**src/rtl/hazard_pkg.sv**
```systemverilog
// Shared hazard-unit types and constants; the forwarding unit imports the FWD_* selects too.
package hazard_pkg;

    typedef enum logic {
        ST_RUN  = 1'b0,
        ST_WAIT = 1'b1
    } state_t;

    localparam logic [4:0] REG_ZERO = 5'd0;

    // One-hot operand-source selects for the forwarding muxes.
    localparam logic [2:0] FWD_REG    = 3'b001;
    localparam logic [2:0] FWD_EX_MEM = 3'b010;
    localparam logic [2:0] FWD_MEM_WB = 3'b100;

endpackage

```
**src/rtl/mem_wait_timer.sv**
```systemverilog
// Data-memory freeze sequencer: holds the MEM stage for MEM_LAT cycles per access,
// raising freeze for the first MEM_LAT-1 of them.
module mem_wait_timer
    import hazard_pkg::*;
#(
    parameter int MEM_LAT = 2
) (
    input  logic clk,
    input  logic rst,
    input  logic start,
    output logic freeze
);

    localparam int CNT_W = (MEM_LAT > 2) ? $clog2(MEM_LAT) : 1;
    localparam logic [CNT_W-1:0] CNT_LOAD = CNT_W'((MEM_LAT > 2) ? (MEM_LAT - 2) : 0);
    localparam bit FREEZE_EN = (MEM_LAT > 1);

    state_t           state_q, state_d;
    logic [CNT_W-1:0] cnt_q, cnt_d;

    always_ff @(posedge clk) begin
        if (rst) begin
            state_q <= ST_RUN;
            cnt_q   <= '0;
        end else begin
            state_q <= state_d;
            cnt_q   <= cnt_d;
        end
    end

    // start is ignored in WAIT so the access being held cannot retrigger itself.
    always_comb begin
        state_d = state_q;
        cnt_d   = cnt_q;
        freeze  = 1'b0;
        case (state_q)
            ST_RUN: begin
                if (start && FREEZE_EN) begin
                    freeze  = 1'b1;
                    state_d = ST_WAIT;
                    cnt_d   = CNT_LOAD;
                end
            end
            ST_WAIT: begin
                if (cnt_q != '0) begin
                    freeze = 1'b1;
                    cnt_d  = cnt_q - CNT_W'(1);
                end else begin
                    state_d = ST_RUN;
                end
            end
            default: begin
                state_d = ST_RUN;
                cnt_d   = '0;
            end
        endcase
    end

endmodule

```
**src/rtl/hazard_stall_controller.sv**
```systemverilog
// Load-use / branch-operand stall and memory-freeze sequencer for the 5-stage MIPS pipeline.
// Define HAZARD_STATS_EN to add the Lu_Stall_Cnt / Br_Stall_Cnt / Freeze_Cnt counters.
module hazard_stall_controller
    import hazard_pkg::*;
#(
    parameter int MEM_LAT = 2,
    parameter int REG_W   = 5
) (
    input  logic             clk,
    input  logic             rst,
    input  logic [REG_W-1:0] Rs_IF_ID,
    input  logic [REG_W-1:0] Rt_IF_ID,
    input  logic             Uses_Rt_IF_ID,
    input  logic             Branch_ID,
    input  logic             Branch_Taken_ID,
    input  logic [REG_W-1:0] Rd_ID_EX,
    input  logic             Reg_Write_ID_EX,
    input  logic             Mem_Read_ID_EX,
    input  logic [REG_W-1:0] Rd_EX_MEM,
    input  logic             Mem_Read_EX_MEM,
    input  logic             Mem_Access_EX_MEM,
    output logic             PC_Write,
    output logic             IF_ID_Write,
    output logic             IF_ID_Flush,
    output logic             ID_EX_Bubble,
    output logic             EX_MEM_Write,
    output logic             MEM_WB_Bubble,
    output logic             Mem_Busy
`ifdef HAZARD_STATS_EN
    ,
    output logic [31:0]      Lu_Stall_Cnt,
    output logic [31:0]      Br_Stall_Cnt,
    output logic [31:0]      Freeze_Cnt
`endif
);

    // $0 is hardwired, so a producer writing it never creates a dependency.
    function automatic logic reg_match(
        input logic [REG_W-1:0] r,
        input logic [REG_W-1:0] rs,
        input logic [REG_W-1:0] rt,
        input logic             uses_rt
    );
        return (r != REG_W'(REG_ZERO)) && ((rs == r) || (uses_rt && (rt == r)));
    endfunction

    logic freeze;
    logic match_ex;
    logic match_mem;
    logic lu_hazard;
    logic br_hazard;
    logic stall;

    mem_wait_timer #(
        .MEM_LAT (MEM_LAT)
    ) u_mem_wait_timer (
        .clk    (clk),
        .rst    (rst),
        .start  (Mem_Access_EX_MEM),
        .freeze (freeze)
    );

    always_comb begin
        match_ex  = reg_match(Rd_ID_EX, Rs_IF_ID, Rt_IF_ID, Uses_Rt_IF_ID);
        match_mem = reg_match(Rd_EX_MEM, Rs_IF_ID, Rt_IF_ID, Uses_Rt_IF_ID);
        lu_hazard = Mem_Read_ID_EX && match_ex;
        br_hazard = Branch_ID && ((Reg_Write_ID_EX && match_ex) ||
                                  (Mem_Read_EX_MEM && match_mem));
        stall     = (lu_hazard || br_hazard) && !freeze;
    end

    // A freeze outranks everything: ID/EX holds through EX_MEM_Write, so no bubble is injected.
    always_comb begin
        PC_Write      = 1'b1;
        IF_ID_Write   = 1'b1;
        IF_ID_Flush   = 1'b0;
        ID_EX_Bubble  = 1'b0;
        EX_MEM_Write  = 1'b1;
        MEM_WB_Bubble = 1'b0;
        Mem_Busy      = 1'b0;
        if (freeze) begin
            PC_Write      = 1'b0;
            IF_ID_Write   = 1'b0;
            EX_MEM_Write  = 1'b0;
            MEM_WB_Bubble = 1'b1;
            Mem_Busy      = 1'b1;
        end else if (stall) begin
            PC_Write     = 1'b0;
            IF_ID_Write  = 1'b0;
            ID_EX_Bubble = 1'b1;
        end else begin
            IF_ID_Flush = Branch_Taken_ID;
        end
    end

`ifdef HAZARD_STATS_EN
    logic [31:0] lu_cnt_q, lu_cnt_d;
    logic [31:0] br_cnt_q, br_cnt_d;
    logic [31:0] frz_cnt_q, frz_cnt_d;
    logic        lu_active;
    logic        br_active;

    // Only hazards that actually steer the pipeline are counted; masked ones are not.
    always_comb begin
        lu_active = lu_hazard && !freeze;
        br_active = br_hazard && !freeze;
        lu_cnt_d  = lu_cnt_q + {31'd0, lu_active};
        br_cnt_d  = br_cnt_q + {31'd0, br_active};
        frz_cnt_d = frz_cnt_q + {31'd0, freeze};
    end

    always_ff @(posedge clk) begin
        if (rst) begin
            lu_cnt_q  <= '0;
            br_cnt_q  <= '0;
            frz_cnt_q <= '0;
        end else begin
            lu_cnt_q  <= lu_cnt_d;
            br_cnt_q  <= br_cnt_d;
            frz_cnt_q <= frz_cnt_d;
        end
    end

    assign Lu_Stall_Cnt = lu_cnt_q;
    assign Br_Stall_Cnt = br_cnt_q;
    assign Freeze_Cnt   = frz_cnt_q;
`endif

endmodule

```
**config.mk**
```make
export PLATFORM = sky130hd
export DESIGN_NAME = hazard_stall_controller
export DESIGN_NICKNAME = d
export VERILOG_FILES = /design/src/rtl/hazard_pkg.sv /design/src/rtl/mem_wait_timer.sv /design/src/rtl/hazard_stall_controller.sv
export SDC_FILE = /design/constraint.sdc
export NUM_CORES = 1
export LEC_CHECK = 0
export CAP_MARGIN = 20
export CORE_AREA = 4 4 41 43
export DETAILED_ROUTE_END_ITERATION = 7
export DIE_AREA = 0 0 45 47
export PLACE_DENSITY = 0.73
export SLEW_MARGIN = 20
export SYNTH_ARGS = -nofsm -noshare
export SYNTH_HDL_FRONTEND = slang
export SYNTH_SLANG_ARGS = --single-unit
```
**constraint.sdc**
```tcl
create_clock -name clk -period 2.85 [get_ports clk]
set_clock_uncertainty 0.2 [all_clocks]
set_input_delay 0.7125 -clock clk [delete_from_list [all_inputs] [get_ports clk]]
set_output_delay 0.7125 -clock clk [all_outputs]
set_load 0.01 [all_outputs]
```
==> impl_metrics.toml, run 1 <==
[critical_path]
path_class = "input pin to primary output"
slowest_stage = "o32a_1"
crit_required_ns = 1.94
crit_path_start = "Rt_IF_ID[4]"
cp.arrival_ns = 2.01
r2r_start = "u_mem_wait_timer.state_q"
slowest_delay_ns = 0.33
end_kind = "primary output"
crit_chain = "buf_8 > xor2_2 > nor4_2 > a32oi_1 > o32a_1 > and3_1 > buf_2"
cp-start-kind = "input pin"
crit_fanout = 3

[power_and_ir_drop]
combPwrFrac_pct = 88.0
switching_share_pct = 36.6
power.leakage_uw = 0.000367
net-switching-power_uw = 46.4
peakVddDrop_v = 0.0000732
power_density_nw_per_um2 = 162
pwr-share-seq_pct = 12.0
p_clk_share_pct = 0
p_int_uw = 80.5

[grt]
grtUsageTotal_pct = 11.0
antenna_found_initial = 0
grt_max_degree = 5
grt_pass1_wl_um = 1840
grt_pass1_vias = 461
gr-total-overflow = 0

[sta]
worst_pin_slew_ns = 0.255
min_period_ns = 2.92
fmax_mhz = 342
slew_headroom_pct = 82.8
finalSetupTns_ns = -0.241
setup_slack_ns = -0.0745
slew_viol_final = 0
period_share_pct = 103
rsz0062_at_grt = "true"
finalHoldViolations = 0
setup_viol = 4

[die]
io-pin-count = 36
die_x_um = 45
core_area_um2 = 1300
fp-row-count = 13
start_util_pct = 26.0
die_h_um = 47
floorplan.die_area_um2 = 2120

[synth]
yosys_register_bits = 1
syn_area_um2 = 338
synthesis.nets = 72
synthAdderAreaFrac_pct = 0
synth.area.mux_share_pct = 0
synth-xor-area-share_pct = 51.9
synth_cells = 43
syn_avg_cell_area_um2 = 7.86
ys_seq_area_share_pct = 5.93
synth_compound_area_share_pct = 11.9
yosysWarnings = 0
synth_top_family_by_area = "XOR/XNOR gates"
synth-simple-area-share_pct = 24.8
synth_cell_types = 17

[cells_and_area]
nets = 119
regMostFlops = "u_mem_wait_timer.state_q"
syn2layout_area_growth_pct = 132
largest_register_ffs = 1
reg_top3 = "u_mem_wait_timer.state_q x1"
num_antenna_cells = 0
drive_gt1_share_pct = 45.5

[drt]
wl_per_cell_um = 12.8
drtIter0Drc = 3
ant_nets = 0
routed_wl_um = 1320
drc = 0
dr.pass1.iters = 4
drt-vias-per-instance = 4.55
vias = 469

[placed_design]
io_buffers = 35
place_congestion = 0.824
pre_cts_ws_ns = -0.881

[clock_tree]
clock_latency_ns = 0
cts.clk_slew.worst_paths_ns = 0
ctsHoldBuffers = 0

[worst_hold_path]
hold_path.class = "register to register"
min-delay-start = "u_mem_wait_timer.state_q"

[run_status]
violations = "setup timing"
status = "complete, but fails checks"

[flow_run]
drv_cap = 0
## timing repair
action	CTS	global route
setup endpoints to repair	7	4
resized for setup	87	10
buffers inserted	0	0
pin swaps	18	5
## per-stage QoR
| stage | hold WS [ns] | util, % | power [uW] | std cells | area, um2 |
|---|---|---|---|---|---|
| global placement | 0.376 | 60.1 | 129 | 103 | 782 |
| CTS | 0.391 | 57.8 | 122 | 103 | 752 |
| global route | 0.410 | 60.3 | 135 | 103 | 785 |
| floorplan | 0.312 | - | 53.3 | 43 | 338 |
| detailed placement | 0.390 | 60.1 | 131 | 103 | 782 |
| finish | 0.391 | 60.3 | 127 | 103 | 785 |
## cell families after synthesis
kind of cell / count (synthesis)
xor gates and xnor gates: 20
and+or+nand+nor: 14
AOI/OAI and AO/OA: 5
buffers and inverters: 3
DFF: 1
## power groups by stage
stage | Combinational (uW) | Sequential (uW) | Clock [uW]
finish | 112 | 15.2 | 0
global route | 119 | 15.3 | 0
CTS | 106 | 15.2 | 0
detailed placement | 115 | 15.2 | 0
global placement | 114 | 15.2 | 0
floorplan | 38.1 | 15.2 | 0
## metal layers
layer / routed length, um / part of all wire [%] / vias up / global-route usage (%)
met1: 520 / 39 / 218 / 13.6
met2: 734 / 55 / 12 / 22.0
met4: 0 / 0 / 0 / 0
met5: 0 / 0 / - / 0
li1: - / - / 239 / -
met3: 67 / 5.1 / 0 / 0.383
## synth_stat cells
cell	instances	share of area (%)
dfxtp_1	1	5.9
nor2_1	5	5.6
and2_1	1	1.9
buf_4	2	4.4
xor2_1	18	47
a32oi_1	2	5.2
inv_1	1	1.1
o32a_1	1	3.0
o211ai_1	1	2.2
and3_1	1	1.9
or2b_2	1	2.6
nor4_1	1	1.9
or4_1	2	4.4
xnor2_1	2	5.2
nor4_2	1	3.7
a21oi_1	1	1.5
nor3_1	2	3.0
## layout by cell type, fill, tap and decap left out, drive strengths merged
cell type       n
dfxtp           1
nor3            2
or4             2
and3            1
a32oi           2
o32a            1
buf            29
xor2           18
o211ai          1
inv             1
nor4            2
or2b            1
dlygate4sd2     9
and2            1
clkdlybuf4s50   8
xnor2           2
nor2            5
a21oi           1
clkdlybuf4s15   1
## cell type report
class | instances | area (um2)
fillers | 131 | 517
repair buffers | 47 | 389
multi-input cells | 39 | 353
flip-flops and latches | 1 | 20.0
well taps | 15 | 18.8
inverters | 1 | 3.75
## critical path: cells and delay by family
| kind | cells | cell delay (ns) |
|---|---|---|
| xor gates and xnor gates | 1 | 0.17 |
| and+or+nand+nor | 2 | 0.43 |
| buffers and inverters | 2 | 0.24 |
| AOI/OAI and AO/OA | 2 | 0.45 |
## path summary, 6_finish.rpt
path	endpoint	slack, ns	cells past startpoint
max	IF_ID_Flush	-0.07	7
min reg2reg	u_mem_wait_timer.state_q	0.39	3
max reg2reg	u_mem_wait_timer.state_q	1.79	3
min	u_mem_wait_timer.state_q	0.39	3
Power figures use the tool's default switching activity.
==> run 2, diff against run 1 <==
CTS_CLUSTER_DIAMETER = 120   (was not set)
==> results of run 2 <==
The final DEF is identical to that of run 1; final timing and power are the same.
==> run 3, diff against run 2 <==
RECOVER_POWER = 100   (was not set)
==> results of run 3 <==
The final DEF is identical to that of run 1; final timing and power are the same.
